===== src/rtl/nios_gpio.sv =====
// nios_gpio: Avalon-MM general-purpose I/O port with per-bit direction,
//   atomic output set/clear, synchronised inputs and optional edge capture
//   that drives a level interrupt.
// Latency: zero-wait-state slave. readdata is combinational from address.
//   Register writes take effect on the write edge. Input-to-DATA takes
//   SYNC_STAGES cycles. Input edge to EDGECAP takes SYNC_STAGES+1 cycles.
//   EDGECAP to irq takes 1 cycle.
// Backpressure: none. Every access completes in the cycle it is presented.
//
// Ports:
//   clk, reset_n                     - system clock, async active-low reset
//   address, chipselect, write_n     - Avalon-MM slave control
//   writedata, readdata              - 32-bit data; bits above WIDTH are
//                                      ignored on writes and read as 0
//   in_port                          - asynchronous pad inputs
//   out_port, oe                     - output data register and direction
//                                      (1 = driven)
//   irq                              - level interrupt to the CPU
//
// Build option: define NIOS_GPIO_EDGE_IRQ_EN to build IRQMASK, EDGECAP,
// the in_prev register and the irq logic. Without it, addresses 2 and 3
// read 0 and ignore writes, and irq is tied low.

module nios_gpio #(
  parameter int               WIDTH       = 17,
  parameter logic [WIDTH-1:0] OUT_RESET   = '0,
  parameter logic [WIDTH-1:0] DIR_RESET   = '1,
  parameter int               SYNC_STAGES = 2,
  parameter int               EDGE_TYPE   = 0
) (
  input  logic             clk,
  input  logic             reset_n,
  input  logic [2:0]       address,
  input  logic             chipselect,
  input  logic             write_n,
  input  logic [31:0]      writedata,
  output logic [31:0]      readdata,
  input  logic [WIDTH-1:0] in_port,
  output logic [WIDTH-1:0] out_port,
  output logic [WIDTH-1:0] oe,
  output logic             irq
);

  localparam logic [2:0] ADDR_DATA    = 3'd0;
  localparam logic [2:0] ADDR_DIR     = 3'd1;
  localparam logic [2:0] ADDR_IRQMASK = 3'd2;
  localparam logic [2:0] ADDR_EDGECAP = 3'd3;
  localparam logic [2:0] ADDR_OUTSET  = 3'd4;
  localparam logic [2:0] ADDR_OUTCLR  = 3'd5;

  logic             wr;
  logic [WIDTH-1:0] wdat;
  logic [WIDTH-1:0] data_out;
  logic [WIDTH-1:0] dir;
  logic [WIDTH-1:0] in_sync;
  logic [WIDTH-1:0] rd_val;

  // Upper writedata bits are architecturally ignored when WIDTH < 32.
  logic unused_wdat;
  assign unused_wdat = ^writedata;

  assign wr   = chipselect & ~write_n;
  assign wdat = writedata[WIDTH-1:0];

  assign out_port = data_out;
  assign oe       = dir;

  // Output data and direction registers. OUTSET/OUTCLR give the CPU
  // read-modify-write-free bit manipulation of the output register.
  always_ff @(posedge clk or negedge reset_n) begin
    if (!reset_n) begin
      data_out <= OUT_RESET;
      dir      <= DIR_RESET;
    end else if (wr) begin
      case (address)
        ADDR_DATA:   data_out <= wdat;
        ADDR_DIR:    dir      <= wdat;
        ADDR_OUTSET: data_out <= data_out | wdat;
        ADDR_OUTCLR: data_out <= data_out & ~wdat;
        default:     ;
      endcase
    end
  end

  // Input synchroniser. Stage 0 takes the pad; the last stage is in_sync.
  logic [SYNC_STAGES-1:0][WIDTH-1:0] sync_q;

  always_ff @(posedge clk or negedge reset_n) begin
    if (!reset_n) begin
      sync_q <= '0;
    end else begin
      sync_q <= {sync_q[SYNC_STAGES-2:0], in_port};
    end
  end

  assign in_sync = sync_q[SYNC_STAGES-1];

`ifdef NIOS_GPIO_EDGE_IRQ_EN
  logic [WIDTH-1:0] in_prev;
  logic [WIDTH-1:0] irqmask;
  logic [WIDTH-1:0] edgecap;
  logic [WIDTH-1:0] edge_det;
  logic [WIDTH-1:0] cap_clr;
  logic             irq_q;

  // Edge detection looks only at the synchronised pad value, so bits that
  // are driven as outputs see their own transitions only via the board.
  always_comb begin
    edge_det = '0;
    case (EDGE_TYPE)
      0:       edge_det = in_sync & ~in_prev;
      1:       edge_det = ~in_sync & in_prev;
      default: edge_det = in_sync ^ in_prev;
    endcase
  end

  assign cap_clr = (wr && address == ADDR_EDGECAP) ? wdat : '0;

  // A fresh edge is ORed in after the clear, so it survives a
  // simultaneous write-1-clear of the same bit.
  always_ff @(posedge clk or negedge reset_n) begin
    if (!reset_n) begin
      in_prev <= '0;
      irqmask <= '0;
      edgecap <= '0;
      irq_q   <= 1'b0;
    end else begin
      in_prev <= in_sync;
      edgecap <= (edgecap & ~cap_clr) | edge_det;
      irq_q   <= |(edgecap & irqmask);
      if (wr && address == ADDR_IRQMASK) begin
        irqmask <= wdat;
      end
    end
  end

  assign irq = irq_q;
`else
  localparam int unused_edge_type = EDGE_TYPE;
  assign irq = 1'b0;
`endif

  // Read mux. DATA returns the driven value for output bits and the
  // synchronised pad for input bits. Write-only and reserved words read 0.
  always_comb begin
    rd_val = '0;
    case (address)
      ADDR_DATA:    rd_val = (data_out & dir) | (in_sync & ~dir);
      ADDR_DIR:     rd_val = dir;
`ifdef NIOS_GPIO_EDGE_IRQ_EN
      ADDR_IRQMASK: rd_val = irqmask;
      ADDR_EDGECAP: rd_val = edgecap;
`endif
      default:      rd_val = '0;
    endcase
  end

  always_comb begin
    readdata = '0;
    readdata[WIDTH-1:0] = rd_val;
  end

endmodule

===== config.mk =====
export PLATFORM = sky130hd
export DESIGN_NAME = nios_gpio
export DESIGN_NICKNAME = d
export VERILOG_FILES = /design/src/rtl/nios_gpio.sv
export SDC_FILE = /design/constraint.sdc
export NUM_CORES = 1
export LEC_CHECK = 0
export BUFFER_PORTS_ARGS = -buffer_cell sky130_fd_sc_hd__buf_2
export CORE_ASPECT_RATIO = 2
export CORE_UTILIZATION = 49
export CTS_BUF_LIST = sky130_fd_sc_hd__clkbuf_4
export DETAILED_ROUTE_END_ITERATION = 8
export GPL_TIMING_DRIVEN = 0
export PLACE_DENSITY = 0.82
export SYNTH_ARGS = -nofsm -noshare
export SYNTH_HDL_FRONTEND = slang
export SYNTH_SLANG_ARGS = --single-unit

===== constraint.sdc =====
create_clock -name clk -period 1.36 [get_ports clk]
set_clock_uncertainty 0.05 [all_clocks]
set_input_delay 0.136 -clock clk [delete_from_list [all_inputs] [get_ports clk]]
set_output_delay 0.136 -clock clk [all_outputs]
set_load 0.01 [all_outputs]

==> parameters.txt <==
Parameter                              Value

Critical path
  Launch instance of the worst register-to-register path    out_port[7]
  Critical Path Source Type    register
  Crit path max-delay family    flip-flops
  Cell chain of the critical path    o21ai_1 -> a21oi_1 -> buf_2
  Largest stage delay on the critical path    560 ps
  Critical register-to-register path endpoint    out_port[7]
  Req. time, crit path    ~1200 ps
  Endpoint kind of the worst setup timing path    output pin
  CP bufs+invs    1
  Worst R2R Setup Slack    between 300 and 400 ps
  Top fanout value on the critical path    4
  Arrival time of the worst setup path    1410 ps
  Critical-path cell with the highest stage delay    sky130_fd_sc_hd__dfstp_2
  Classification of the worst setup path    reg -> out
  Number of cell instances on the worst register-to-register path    3

Synth
  Sequential area share after synthesis    about three fifths
  Synthesized instance count    258
  Adder-Cell Fraction of Synth Area    0%
  Largest family of logic cells by synthesized area    compound AO/OA/AOI/OAI gates
  Number of distinct library cells after synthesis    23
  Area fraction in compound gates after synthesis    13.20%
  Mean instance size in the synthesized netlist    11.25 µm²
  Number of warnings printed during yosys synthesis    0
  Cell area after synthesis    2902 µm²
  Xor and xnor fraction of the mapped netlist area    0%
  Multiplexer share of the synthesized area    7.891%
  Synthesis-stage register bit count    68
  Simple logic cell fraction of the synthesized area    12.33%

Cells and area
  Fraction of final layout cells sized beyond drive strength 1    a little over two fifths
  Filler cells    394
  Ant diodes    0
  Register cell area after layout    1723 µm²
  Area used by multi-input combinational logic    roughly 1100 µm²
  Area Growth Syn to Fin    43.42%
  Most used cells in the layout excluding fill and tap cells    84 x sky130_fd_sc_hd__buf_2, 51 x sky130_fd_sc_hd__dfrtp_1, 35 x sky130_fd_sc_hd__dlygate4sd3_1
  Most common cell after layout, fill and taps aside    sky130_fd_sc_hd__buf_2
  Post-route cell area    4161 µm²
  Number of nets in the final layout    475

Global route
  First-pass GRT wire length    about 12000 µm
  Maximum number of pins on one net before global-route repair    41
  Initial antenna violation count    0
  Number of global-route vias before repair    2550
  Final global-route overflow total    0
  Overall fraction of global-route tracks in use    25.32%

Detailed routing
  Via density per instance    5.206
  Final routed wire length divided by cell count    15.66 µm
  Detailed Route WL    roughly 7600 µm
  Remaining DRCs    0
  First drt pass iteration count    4
  Antenna Nets Post-Route    0
  Initial DRC Count    111
  Vias    2525

Die
  Die outline area    roughly 6300 µm²
  Number of standard-cell rows in the floorplan    39
  Number of top-level pins    123
  Starting utilization of the core area    50.82%
  Placeable Area    5709 µm²
  Die height    110.8 µm
  Die width    56.41 µm

CTS
  Clock latency on the worst-skew pair    420 ps
  CTS tree    yes
  Register clock-pin slew on the reported worst setup and hold paths    ~110 ps
  Number of buffers created by CTS    9
  H-tree depth    3
  Count of clock tree sinks    68
  Clock Root Buffer    sky130_fd_sc_hd__clkbuf_4
  Buffers from clock root to sink, at most    2

Hold path
  WHS Path Cells    4
  Hold Path Sink    out_port[3]
  Hold_sp    write_n
  Class of the most critical hold timing path    in -> reg

Timing
  Hold Vio Cnt, Final    0
  Final setup viols    22
  Worst hold slack across all endpoints    around 130 ps
  Setup repair after global routing missed its margin    true
  Slew at the pin closest to its max-slew limit    between 800 and 900 ps
  Maximum clock rate    0.6261 GHz
  Period utilisation layout    117.4%
  Fin crit period    about 1600 ps
  Max Transition Viols Final    0
  Setup slack of the critical path after layout    -237.1 ps
  Headroom to the max-slew limit    between 40% and 50%

Placement
  Post-detailed-placement cell area    3513 µm²
  Count of input and output buffers    90
  Final HPWL from detailed placement    4837 µm
  Global placer's final weighted congestion    0.8401

Flow run
  Maximum Capacitance Violations    0

Outcome
  Result of the run    complete, but fails checks
  Violated checks    negative setup slack

Power
  Power density over cell area    1315 nW/µm²
  Peak VDD IR    1244 µV
  Leakage Power    2.057 nW
  Overall power consumption    5.473 mW
==> report_power, final <==
group	switching, mW	leakage, nW	internal, mW	total [mW]
clock	0.666	0.0692	0.448	1.11
combinational	0.742	1.21	0.874	1.62
sequential	0.308	0.775	2.44	2.74
==> state kept, by name (all words and copies together) (netlist names) <==
register,count
out_port,17
sync_q,17
oe,17
in_sync,17
==> area by class of cell <==
type | instances | share of cell area [%]
Sequential cell | 68 | 41.40
Timing Repair Buffer | 136 | 23.45
Clock buffer | 13 | 2.345
Tap cell | 61 | 1.834
Buffer | 29 | 5.051
Multi-Input combinational cell | 175 | 25.59
Clock inverter | 3 | 0.3307
==> metal layers <==
metal / up-vias / global-route usage, % / wire [µm]
li1: 1172 / - / -
met5: - / 0 / 0
met3: 24 / 5.718 / 405
met1: 1217 / 27.01 / 2737
met2: 112 / 43.33 / 4157
met4: 0 / 16.91 / 296
==> worst max path at each step <==
stage	startpoint	endpoint	slack (ps)	cells past startpoint
3_3_place_gp	address[0]	readdata[5]	-330	5
4_1_cts	oe[5]	readdata[5]	-260	3
3_5_place_dp	address[0]	readdata[5]	-320	5
5_1_grt	oe[2]	readdata[2]	-270	3
2_1_floorplan	address[1]	oe[10]	-100	6
6_report	oe[5]	readdata[5]	-240	3
==> worst register-to-register path, delay by kind of cell (launching register included) <==
family / cells / cell delay (ps)
AOI/OAI and AO/OA: 1 / 180
and+or+nand+nor: 2 / 240
DFF: 1 / 430
==> synth_stat cells <==
library cell	instances	area, µm²
sky130_fd_sc_hd__dfrtp_1	51	1276
sky130_fd_sc_hd__nand2_1	34	127.6
sky130_fd_sc_hd__o21ai_0	34	170.2
sky130_fd_sc_hd__a21oi_1	17	85.08
sky130_fd_sc_hd__a22oi_1	17	127.6
sky130_fd_sc_hd__dfstp_2	17	446.7
sky130_fd_sc_hd__nor2_1	17	63.81
sky130_fd_sc_hd__nor2b_1	17	106.4
sky130_fd_sc_hd__buf_4	16	120.1
sky130_fd_sc_hd__mux2_4	10	150.1
sky130_fd_sc_hd__clkbuf_1	9	33.78
sky130_fd_sc_hd__mux2_2	7	78.83
sky130_fd_sc_hd__buf_6	2	22.52
sky130_fd_sc_hd__and2b_1	1	7.510
sky130_fd_sc_hd__and2b_2	1	8.760
sky130_fd_sc_hd__buf_1	1	3.750
sky130_fd_sc_hd__buf_12	1	20.02
sky130_fd_sc_hd__buf_2	1	5.000
sky130_fd_sc_hd__conb_1	1	3.750
sky130_fd_sc_hd__nand2b_4	1	13.76
sky130_fd_sc_hd__nor4b_2	1	15.01
sky130_fd_sc_hd__or2_2	1	6.260
sky130_fd_sc_hd__or3b_1	1	8.760
==> cells by family after synthesis <==
group	after synthesis
other cells	1
simple gates	74
mux	17
flops	68
compound gates	68
buf+inv	30
==> what timing repair did <==
item	4_1_cts	5_1_grt
pin swaps	11	14
hold buffers	35	0
setup endpoints to repair	17	26
gates cloned	0	0
buffers inserted	9	1
endpoints found under the hold margin	81	0
resized for setup	25	20
==> stage by stage <==
step                setup slack [ps]  utilization, %  TNS, ps  instances
floorplan                     -98.56               -   -985.6        273
global placement              -325.3           61.19   -16090        424
detailed placement            -324.8           61.54   -11560        425
CTS                           -256.6           71.75    -3496        485
global route                  -271.3           72.89    -4218        485
finish                        -237.1           72.89    -2824        485
Power figures use the tool's default switching activity.
